`src/rtl/pkg_include.sv`:
```
// ============================================================================
// Module : pkg_include
// Brief  : Shared types and helpers for the systolic array controller.
// Rev    : 1.0 - initial release
// ============================================================================
`default_nettype none

package pkg_include;

  typedef enum logic [2:0] {
    ST_IDLE  = 3'd0,
    ST_CLEAR = 3'd1,
    ST_FEED  = 3'd2,
    ST_DRAIN = 3'd3,
    ST_FLUSH = 3'd4,
    ST_DONE  = 3'd5
  } sa_ctrl_state_t;

  function automatic int unsigned max2(input int unsigned a, input int unsigned b);
    return (a > b) ? a : b;
  endfunction

endpackage

`default_nettype wire

```
`src/rtl/systolic_ctrl.sv`:
```
// ============================================================================
// Module : systolic_ctrl
// Brief  : Sequencer for one systolic tile pass: clear, feed, drain, flush, done.
// Rev    : 1.0 - initial release
// ============================================================================
`default_nettype none

module systolic_ctrl
  import pkg_include::*;
#(
  parameter int TILE_DIM = 64,
  parameter int K_MAX    = 256
) (
  input  logic                         clk,
  input  logic                         rstn,
  input  logic                         start,
  input  logic                         abort,
  input  logic [$clog2(K_MAX+1)-1:0]   k_len,
  output logic                         busy,
  output logic                         done,
  output logic                         rd_en,
  output logic [$clog2(K_MAX)-1:0]     rd_addr,
  output logic                         arr_clr,
  output logic                         arr_enb,
  output logic                         zero_inj
);

  localparam int KW = $clog2(K_MAX + 1);
  localparam int AW = $clog2(K_MAX);
  // One counter serves both FEED and DRAIN, so it must span the longer phase.
  localparam int CW = $clog2(max2(K_MAX, 2 * TILE_DIM - 1) + 1);

  localparam logic [KW-1:0] c_K_MAX      = KW'(K_MAX);
  localparam logic [CW-1:0] c_DRAIN_LAST = CW'(2 * TILE_DIM - 2);

  sa_ctrl_state_t r_state;
  sa_ctrl_state_t w_state_nxt;
  logic [CW-1:0]  r_cnt;
  logic [CW-1:0]  w_cnt_nxt;
  logic [KW-1:0]  r_klen;
  logic [CW-1:0]  w_feed_last;
  logic           r_arr_enb;
  logic           r_zero_inj;
  logic           w_accept;

  assign w_accept    = (r_state == ST_IDLE) && start && !abort;
  assign w_feed_last = CW'(r_klen) - CW'(1);

  always_ff @(posedge clk) begin
    if (!rstn) begin
      r_state <= ST_IDLE;
      r_cnt   <= '0;
      r_klen  <= '0;
    end else begin
      r_state <= w_state_nxt;
      r_cnt   <= w_cnt_nxt;
      if (w_accept) begin
        r_klen <= (k_len > c_K_MAX) ? c_K_MAX : k_len;
      end
    end
  end

  always_comb begin
    w_state_nxt = r_state;
    w_cnt_nxt   = r_cnt;
    case (r_state)
      ST_IDLE: begin
        if (w_accept) begin
          w_state_nxt = ST_CLEAR;
          w_cnt_nxt   = '0;
        end
      end
      ST_CLEAR: begin
        w_cnt_nxt   = '0;
        w_state_nxt = (r_klen != '0) ? ST_FEED : ST_DRAIN;
      end
      ST_FEED: begin
        if (r_cnt == w_feed_last) begin
          w_state_nxt = ST_DRAIN;
          w_cnt_nxt   = '0;
        end else begin
          w_cnt_nxt = r_cnt + CW'(1);
        end
      end
      ST_DRAIN: begin
        if (r_cnt == c_DRAIN_LAST) begin
          w_state_nxt = ST_FLUSH;
          w_cnt_nxt   = '0;
        end else begin
          w_cnt_nxt = r_cnt + CW'(1);
        end
      end
      ST_FLUSH: w_state_nxt = ST_DONE;
      ST_DONE:  w_state_nxt = ST_IDLE;
      default:  w_state_nxt = ST_IDLE;
    endcase
    if (abort && (r_state != ST_IDLE)) begin
      w_state_nxt = ST_IDLE;
      w_cnt_nxt   = '0;
    end
  end

  // Delayed by one cycle to line up with the operand buffer read latency.
  always_ff @(posedge clk) begin
    if (!rstn || abort) begin
      r_arr_enb  <= 1'b0;
      r_zero_inj <= 1'b0;
    end else begin
      r_arr_enb  <= (r_state == ST_FEED) || (r_state == ST_DRAIN);
      r_zero_inj <= (r_state == ST_DRAIN);
    end
  end

  assign busy     = (r_state != ST_IDLE);
  assign done     = (r_state == ST_DONE) && !abort;
  assign rd_en    = (r_state == ST_FEED);
  assign rd_addr  = (r_state == ST_FEED) ? r_cnt[AW-1:0] : '0;
  assign arr_clr  = (r_state == ST_CLEAR);
  assign arr_enb  = r_arr_enb;
  assign zero_inj = r_zero_inj;

endmodule

`default_nettype wire

```
`config.mk`:
```
export PLATFORM = sky130hd
export DESIGN_NAME = systolic_ctrl
export DESIGN_NICKNAME = d
export VERILOG_FILES = /design/src/rtl/pkg_include.sv /design/src/rtl/systolic_ctrl.sv
export SDC_FILE = /design/constraint.sdc
export NUM_CORES = 1
export LEC_CHECK = 0
export ABC_AREA = 1
export CORE_MARGIN = 4
export CORE_UTILIZATION = 54
export DETAILED_ROUTE_END_ITERATION = 10
export PLACE_DENSITY = 0.8
export SETUP_SLACK_MARGIN = 0.3
export SYNTH_ARGS = -nofsm -noshare
export SYNTH_HDL_FRONTEND = slang
export SYNTH_SLANG_ARGS = --single-unit
```
`constraint.sdc`:
```
create_clock -name clk -period 1.8 [get_ports clk]
set_input_delay 0.54 -clock clk [delete_from_list [all_inputs] [get_ports clk]]
set_output_delay 0.54 -clock clk [all_outputs]
set_load 0.02 [all_outputs]
```
==> results_dict.tcl, run 1 <==
set metrics [dict create \
    syn_nets 296 \
    rsz0062_at_grt "true" \
    fmax_mhz 503.4 \
    drt-total-wl_um 7339 \
    die_w_um 64.83 \
    max-vdd-ir-drop_mv 0.8336 \
    timing.final.ws_setup_ns -0.1864 \
    worst_pin_slew_ns 0.3505 \
    finalHoldViolCount 0 \
    drcViolationCount 0 \
    drive_gt1_frac 0.4375 \
    portBuffers 26 \
    slew_headroom 0.7654 \
    syn_inst 280 \
    wl_met1_um 2410 \
    synthArstFlopShare 0 \
    hpwl_um 3696 \
    pin_count 27 \
    endpoint_kind "register" \
    grt_pass1_wl_um 8928 \
    yosysTopAreaCell "dfxtp_1" \
    first_global_vias 1974 \
    wl_met2_um 3414 \
    synth-warning-count 0 \
    cp-start-kind "register" \
    hp-class "reg -> reg" \
    avgSynthCellArea_um2 6.229 \
    cap_violations 0 \
    clk_latency_ns 0.34 \
    final_cell_mix "nand2_1 (59), inv_1 (38), buf_4 (27), nor2_1 (21), nand3_2 (19)" \
    start_util 0.5667 \
    viasPerCell 6.203 \
    grtUsageTotal 0.2718 \
    synth-seq-cells 23 \
    n_antenna_cell 0 \
    p_sw_mw 1.483 \
    seq_power_share 0.239 \
    cts_buffers 3 \
    wl_met3_um 884 \
    detail_route.iter0.violations 333 \
    cts_hold_buf 0 \
    power_mw 2.866 \
    grt_overflow_total 0 \
    p_clk_frac 0.094 \
    synth-edff-count 0 \
    die_h_um 64.83 \
    fp-row-count 20 \
    maxSlewViolCount 0 \
    post_drt_wl_per_cell_um 19.31 \
    vias 2357 \
    powerDensity_nw_per_um2 1085 \
    violations "negative setup slack" \
    drtPass1Iterations 5 \
    fin_crit_ns 1.986 \
    cp_max_fo 5 \
    ys_types 30 \
    top_layer "met4" \
    clk_pin_slew_ns 0.15 \
    fill_cells 166 \
    clk_path_buf_depth 2 \
    cts_max_level 1 \
    p_comb_frac 0.667 \
    layout.nets 353 \
    cts_tree "built" \
    design_area_um2 2641 \
    antenna_found_initial 0 \
    synth_top_cell_area_share 0.2640 \
    setup_viol 22 \
    worstPathArrival_ns 2.26 \
    finalClockSkew_ns 0.006629 \
    die-area_um2 4203 \
    status "finished, violations left" \
    intPower_mw 1.382 \
    syn_area_um2 1744 \
    synth_area_leaders "dfxtp_1 (26%), nand2_1 (14%), nand3_1 (9.8%), inv_1 (9.3%), nor2_1 (6.5%)" \
    crit_type "reg -> reg" \
    syn2layout_area_growth_pct 51.43 \
    postRouteAntennaNets 0 \
    mostFrequentLayoutCell "nand2_1" \
    clock_sinks 23 \
    switching_share 0.5177 \
    timing.final.crit_share 1.104 \
    dpl_cell_area_um2 2261 \
    synth-main-ff-cell "dfxtp_1" \
    critical_path_required_ns 2.07 \
    p_leak_nw 1.284 \
    grt_max_degree 17 \
    core_region_area_um2 3078 \
    yosysSeqAreaShare 0.2640 \
    root_buffer "clkbuf_4" \
    place.gp.congestion 0.9149 \
]
==> repair_timing <==
action                     in CTS  in global routing
pin swaps                      11                 11
gates resized for setup       107                 54
gates cloned                    1                  0
buffers inserted                2                  3
setup endpoints to repair      31                 34
==> final cells by class <==
cell class	instances	area [um2]	area share
repair buffers	55	524.3	0.1985
multi-input cells	199	1339	0.5069
inverters	55	224.0	0.08479
flip-flops and latches	23	471.7	0.1786
well taps	44	55.05	0.02084
clock inverters	1	5.005	0.001895
clock buffers	3	22.52	0.008527
==> critical path, cell delays in order, from the launching register on <==
cell and delay (ns):
dfxtp_2 0.39, inv_4 0.05, ha_4 0.25, nand2_2 0.08
inv_2 0.03, nor2_1 0.10, nand2_1 0.09, nor2_1 0.09
nand3_1 0.12, nor2_4 0.17, nand3_4 0.16, nand2_4 0.13
nand3_2 0.09, a21oi_2 0.17
==> sequential cells by signal, summed over array words and instances, names as in the netlist <==
signal	cells
arr_enb	1
r_cnt	9
r_klen	9
r_state	3
zero_inj	1
==> worst paths after layout <==
| path | cells past startpoint | slack, ns | to | start |
|---|---|---|---|---|
| worst min register to register | 2 | 0.52 | r_klen[1] | r_klen[1] |
| worst min-delay path | 2 | 0.52 | r_klen[1] | r_klen[1] |
| worst max register to register | 13 | -0.19 | r_state[0] | r_klen[0] |
| worst max-delay path | 13 | -0.19 | r_state[0] | r_klen[0] |
==> cell usage after synthesis, types with 5 or more instances <==
| master | number |
|---|---|
| dfxtp_1 | 23 |
| nor2_1 | 30 |
| inv_1 | 43 |
| nor2_2 | 8 |
| nand3_1 | 34 |
| nor2_4 | 5 |
| nand2_1 | 64 |
| a211oi_1 | 7 |
| inv_2 | 9 |
| a21oi_1 | 12 |
| nand2_2 | 6 |
| o21ai_1 | 5 |
==> layer usage <==
| layer | track usage | up-vias |
|---|---|---|
| met5 | 0 | - |
| met4 | 0.1240 | 0 |
| met3 | 0.04159 | 82 |
| met2 | 0.4636 | 239 |
| met1 | 0.3333 | 1035 |
| li1 | - | 1001 |
==> power groups by stage <==
stage / registers [mW] / logic (mW) / clock network [mW]
2_1_floorplan: 0.669 / 0.981 / 0
3_3_place_gp: 0.666 / 1.40 / 0
3_5_place_dp: 0.670 / 1.42 / 0
4_1_cts: 0.668 / 1.53 / 0.264
5_1_grt: 0.686 / 2.03 / 0.291
6_report: 0.684 / 1.91 / 0.270
==> per-stage QoR <==
step / setup TNS (ns) / hold slack (ns) / worst slack, ns / cells / utilization
final: -2.156 / 0.5234 / -0.1864 / 380 / 0.8581
after global routing: -4.106 / 0.5064 / -0.3002 / 380 / 0.8581
after CTS: -0.6799 / 0.5135 / -0.08238 / 377 / 0.7935
after detailed placement: -4.021 / 0.4940 / -0.6322 / 370 / 0.7346
after global placement: -3.357 / 0.4929 / -0.5903 / 370 / 0.7346
after floorplan: 0 / 0.4604 / 0.1975 / 280 / -
==> cells by family (layout without fill, tap and decap cells) <==
kind of cell    after synthesis  count (layout)  synth area share
fa+ha+maj                     3               3           0.02152
buf+inv                      59             114            0.1392
flops                        23              23            0.2640
xor+xnor                      6               6           0.03444
compound gates               28              28           0.09182
simple gates                161             162            0.4491
Power figures use the tool's default switching activity.
==> inputs of run 2 (changes only) <==
--- a/config.mk
+++ b/config.mk
@@ -11,6 +11,7 @@
 export DETAILED_ROUTE_END_ITERATION = 10
 export PLACE_DENSITY = 0.8
 export SETUP_SLACK_MARGIN = 0.3
+export SKIP_CTS_REPAIR_TIMING = 1
 export SYNTH_ARGS = -nofsm -noshare
 export SYNTH_HDL_FRONTEND = slang
 export SYNTH_SLANG_ARGS = --single-unit
==> run 2 against run 1 <==
Compared with the run above: the flow still finishes with violations (negative setup slack); first-iteration DRC count decreased by 12%; die area unchanged; via count decreased by 5.9%; flip-flop and latch count unchanged; non-clock buffer count unchanged; sequential share of layout area decreased by 0.25 points; critical endpoint is now rd_addr[5]; largest cell class unchanged.
==> results_dict.tcl, run 2 (same netlist as run 1, synthesis figures left out) <==
set metrics [dict create \
    maxSlewViolCount 0 \
    antenna_found_initial 0 \
    place.gp.congestion 0.9149 \
    finalClockSkew_ns 0.007666 \
    fmax_mhz 505.3 \
    p_sw_mw 1.447 \
    critPathTopFamily "flip-flops" \
    die-area_um2 4203 \
    syn2layout_area_growth_pct 53.59 \
    cts_max_level 1 \
    hp-class "in -> reg" \
    status "finished, violations left" \
    crit_buf_inv 4 \
    power_mw 2.841 \
    slowest_delay_ns 0.38 \
    worst_hold_slack_ns 0.4836 \
    worst_pin_slew_ns 0.3932 \
    cap_violations 0 \
    viasPerCell 5.834 \
    die_w_um 64.83 \
    critical_path_required_ns 1.26 \
    finalSetupTns_ns -2.014 \
    postRouteAntennaNets 0 \
    setup_viol 18 \
    p_comb_frac 0.661 \
    pin_count 27 \
    intPower_mw 1.395 \
    max-vdd-ir-drop_mv 1.047 \
    instances_no_fill 380 \
    postLayoutCoreUtil 0.8703 \
    pre_cts_ws_ns -0.6322 \
    endpoint_kind "primary output" \
    cts_buffers 3 \
    cts_tree "built" \
    post_drt_wl_per_cell_um 17.96 \
    detail_route.iter0.violations 292 \
    grt_max_degree 17 \
    clk_latency_ns 0.34 \
    seq_power_share 0.242 \
    grt_pass1_wl_um 8217 \
    timing.final.crit_share 1.100 \
    powerDensity_nw_per_um2 1061 \
    cp_cell_sequence "inv_2, nor2_4, inv_2, nor2_4, inv_6, nor2_2, buf_4" \
    cp_slowest_cell "dfxtp_2" \
    drtPass1Iterations 4 \
    die_h_um 64.83 \
    final_cell_mix "nand2_1 (60), inv_1 (40), buf_4 (30), nor2_1 (21), nand3_2 (19)" \
    hpwl_um 3696 \
    grtUsageTotal 0.2474 \
    place_inst 370 \
    drcViolationCount 0 \
    cp_max_fo 9 \
    drt-total-wl_um 6825 \
    vias 2217 \
    clk_pin_slew_ns 0.15 \
    grt_overflow_total 0 \
    fp-row-count 20 \
    design_area_um2 2679 \
    start_util 0.5667 \
    clk_path_buf_depth 2 \
    cp-start-kind "register" \
    crit_type "reg -> out" \
    fin_crit_ns 1.979 \
    worstPathArrival_ns 1.44 \
    clock_sinks 23 \
    root_buffer "clkbuf_4" \
    slew_headroom 0.7358 \
    layout.nets 353 \
    core_region_area_um2 3078 \
    switching_share 0.5091 \
    violations "negative setup slack" \
    first_global_vias 1843 \
    rsz0062_at_grt "true" \
    finalHoldViolCount 0 \
    drive_gt1_frac 0.4256 \
    n_antenna_cell 0 \
    mostFrequentLayoutCell "nand2_1" \
    p_leak_nw 1.341 \
    timing.final.ws_setup_ns -0.1792 \
    p_clk_frac 0.097 \
    dpl_cell_area_um2 2261 \
    portBuffers 26 \
    reg_top3 "r_cnt x9, r_klen x9, r_state x3" \
]
[run 2: routing by layer]
metal / global-route usage / vias to the layer above / wire [um] / share of wire
met3: 0.04333 / 57 / 604 / 0.088
met4: 0.09235 / 0 / 524 / 0.077
met2: 0.4176 / 157 / 3244 / 0.48
li1: - / 993 / - / -
met1: 0.3118 / 1010 / 2452 / 0.36
met5: 0 / - / 0 / 0
[run 2: worst register-to-register path, stage by stage, from the launching register on]
cell	delay, ns
dfxtp_2	0.40
inv_4	0.05
ha_4	0.22
nand2_2	0.05
inv_1	0.04
nor2_1	0.09
nand2_1	0.09
nor2_1	0.10
nand3_1	0.11
nor2_4	0.17
nand3_4	0.16
nand2_4	0.13
nand4_1	0.08
nand2_1	0.09
inv_1	0.06
[run 2: final timing paths]
kind	slack (ns)	from	depth (start not counted)	endpoint
hold reg to reg	0.57	r_klen[3]	2	r_klen[3]
setup / recovery	-0.18	r_state[1]	7	rd_addr[5]
hold / removal	0.48	k_len[7]	3	r_klen[7]
setup reg to reg	-0.11	r_klen[0]	14	r_state[1]
[run 2: final cells by class]
type	count	area (um2)
clock inverter	1	5.005
clock buffer	3	22.52
inverter	55	220.2
multi-input combinational	199	1365
sequential	23	471.7
timing repair buffer	55	539.3
fill	155	399.1
tap	44	55.05
[run 2: power by group through the flow]
| stage | Sequential, mW | Combinational [mW] | Clock (mW) |
|---|---|---|---|
| finish | 0.688 | 1.88 | 0.274 |
| global route | 0.689 | 2.01 | 0.295 |
| CTS | 0.659 | 1.43 | 0.264 |
| detailed placement | 0.670 | 1.42 | 0 |
| global placement | 0.666 | 1.40 | 0 |
| floorplan | 0.669 | 0.981 | 0 |
==> variant (flow settings as in run 2) <==
Add an input register stage for `start`, `abort` and `k_len`, cleared by the reset; this delays them by one clock.
--- a/src/rtl/systolic_ctrl.sv
+++ b/src/rtl/systolic_ctrl.sv
@@ -34,4 +34,20 @@
   localparam logic [CW-1:0] c_DRAIN_LAST = CW'(2 * TILE_DIM - 2);
 
+  logic start_q;
+  logic abort_q;
+  logic [$clog2(K_MAX+1)-1:0] k_len_q;
+
+  always_ff @(posedge clk) begin
+    if (!rstn) begin
+      start_q <= '0;
+      abort_q <= '0;
+      k_len_q <= '0;
+    end else begin
+      start_q <= start;
+      abort_q <= abort;
+      k_len_q <= k_len;
+    end
+  end
+
   sa_ctrl_state_t r_state;
   sa_ctrl_state_t w_state_nxt;
@@ -44,5 +60,5 @@
   logic           w_accept;
 
-  assign w_accept    = (r_state == ST_IDLE) && start && !abort;
+  assign w_accept    = (r_state == ST_IDLE) && start_q && !abort_q;
   assign w_feed_last = CW'(r_klen) - CW'(1);
 
@@ -56,5 +72,5 @@
       r_cnt   <= w_cnt_nxt;
       if (w_accept) begin
-        r_klen <= (k_len > c_K_MAX) ? c_K_MAX : k_len;
+        r_klen <= (k_len_q > c_K_MAX) ? c_K_MAX : k_len_q;
       end
     end
@@ -95,5 +111,5 @@
       default:  w_state_nxt = ST_IDLE;
     endcase
-    if (abort && (r_state != ST_IDLE)) begin
+    if (abort_q && (r_state != ST_IDLE)) begin
       w_state_nxt = ST_IDLE;
       w_cnt_nxt   = '0;
@@ -103,5 +119,5 @@
   // Delayed by one cycle to line up with the operand buffer read latency.
   always_ff @(posedge clk) begin
-    if (!rstn || abort) begin
+    if (!rstn || abort_q) begin
       r_arr_enb  <= 1'b0;
       r_zero_inj <= 1'b0;
@@ -113,5 +129,5 @@
 
   assign busy     = (r_state != ST_IDLE);
-  assign done     = (r_state == ST_DONE) && !abort;
+  assign done     = (r_state == ST_DONE) && !abort_q;
   assign rd_en    = (r_state == ST_FEED);
   assign rd_addr  = (r_state == ST_FEED) ? r_cnt[AW-1:0] : '0;
Check against the original RTL: not equivalent (Yosys sat finds a counterexample within 4 cycles, from zero or initial values and one cycle with rstn low).
==> variant against run 2 <==
The flow still finishes with violations (negative setup slack); count of clock-buffer cells in the layout increased by 3; critical path depth rose by 5; clock skew barely moved; worst hold slack got worse by 0.022 ns; area after synthesis is 14% higher; sequential cell count up 11; final cell count rose by 13%; routed wire length grew 4.6%; cell area rose by 16%; sequential power is 32% higher; setup slack worse by 0.055 ns; total power rose by 22%; critical endpoint is now r_cnt[1]$_SDFFE_PP0P_; largest power group unchanged.
==> variant: results <==
export IMPL_grt_max_degree=21
export IMPL_clk_pin_slew_ns=0.08
export IMPL_fin_tns_setup_ns=-1.94
export IMPL_root_buffer="clkbuf_8"
export IMPL_status="finished with violations"
export IMPL_rr_worst_depth=12
export IMPL_grt_use_total_pct=22.3
export IMPL_ys_seq_area_share_pct=34.2
export IMPL_fin_worst_skew_ns=0.00792
export IMPL_post_drt_wl_per_cell_um=16.6
export IMPL_via_count=2441
export IMPL_place_ws_ns=-0.246
export IMPL_crit_fanout=5
export IMPL_met2_usage_pct=36.9
export IMPL_grt_pass1_vias=1881
export IMPL_nNetsFinal=400
export IMPL_violations="negative setup slack"
export IMPL_numCtsBuffers=5
export IMPL_setup_worst_path_class="reg -> reg"
export IMPL_synth_commonest_cells="nand2_1 (80), inv_1 (61), nand3_1 (42)"
export IMPL_synthesis_nets=332
export IMPL_hp_class="reg -> reg"
export IMPL_r2r_start="r_klen[1]$_SDFFE_PN0P_"
export IMPL_finalSetupViolCount=12
export IMPL_htreeDepth=2
export IMPL_grt_pass1_wl_um=7960
export IMPL_synth_area_leaders="dfxtp_1 (34%), nand2_1 (15%), inv_1 (11%)"
export IMPL_gp_congestion=0.858
export IMPL_globalRouteMet1Util_pct=27.0
export IMPL_dr_wl_met3_um=602
export IMPL_drive_gt1_share_pct=35.9
export IMPL_setup_slack_ns=-0.234
export IMPL_drt_iter0_drc=214
export IMPL_power_leakage_nw=1.62
export IMPL_worst_pin_slew_ns=0.297
export IMPL_wl_met1_um=2650
export IMPL_synth_xor_area_share_pct=3.08
export IMPL_use_met3_pct=6.48
export IMPL_dp_hpwl_um=3560
[variant: layout make-up]
class,count,area (um2)
timing repair buffer,65,618
fill,155,347
multi-input combinational,210,1350
tap,46,57.6
clock buffer,6,82.6
clock inverter,1,30.0
timing repair inverter,1,5.00
inverter,67,262
sequential,34,687
[variant: per-stage QoR]
| step | area (um2) | instances | hold slack (ns) | power, W |
|---|---|---|---|---|
| after floorplan | 2100 | 316 | 0.427 | 0.00178 |
| after global placement | 2570 | 407 | 0.443 | 0.00219 |
| after detailed placement | 2570 | 407 | 0.450 | 0.00223 |
| after CTS | 2690 | 414 | 0.454 | 0.00296 |
| after global routing | 3100 | 430 | 0.484 | 0.00364 |
| final | 3100 | 430 | 0.462 | 0.00347 |
[variant: worst reg2reg max path: cells and delay by family (launching register included)]
| kind | cells | cell delay, ns |
|---|---|---|
| XOR/XNOR | 1 | 0.18 |
| adder cells (fa/ha/maj) | 1 | 0.25 |
| buffers and inverters | 2 | 0.11 |
| flip-flops | 1 | 0.37 |
| AND/OR/NAND/NOR | 8 | 1.02 |
[variant: power breakdown]
| part | internal (W) | switching [W] |
|---|---|---|
| clock network | 0.000443 | 0.000299 |
| registers | 0.000840 | 0.0000701 |
| logic | 0.000744 | 0.00107 |
| total | 0.00203 | 0.00144 |
[variant: worst min-delay path by stage]
stage | depth (start not counted) | end | slack [ns]
floorplan | 2 | r_klen[0]$_SDFFE_PN0P_ | 0.43
global placement | 2 | r_klen[1]$_SDFFE_PN0P_ | 0.44
detailed placement | 2 | r_klen[2]$_SDFFE_PN0P_ | 0.45
CTS | 2 | r_klen[6]$_SDFFE_PN0P_ | 0.45
global route | 2 | r_klen[4]$_SDFFE_PN0P_ | 0.48
finish | 2 | r_klen[6]$_SDFFE_PN0P_ | 0.46
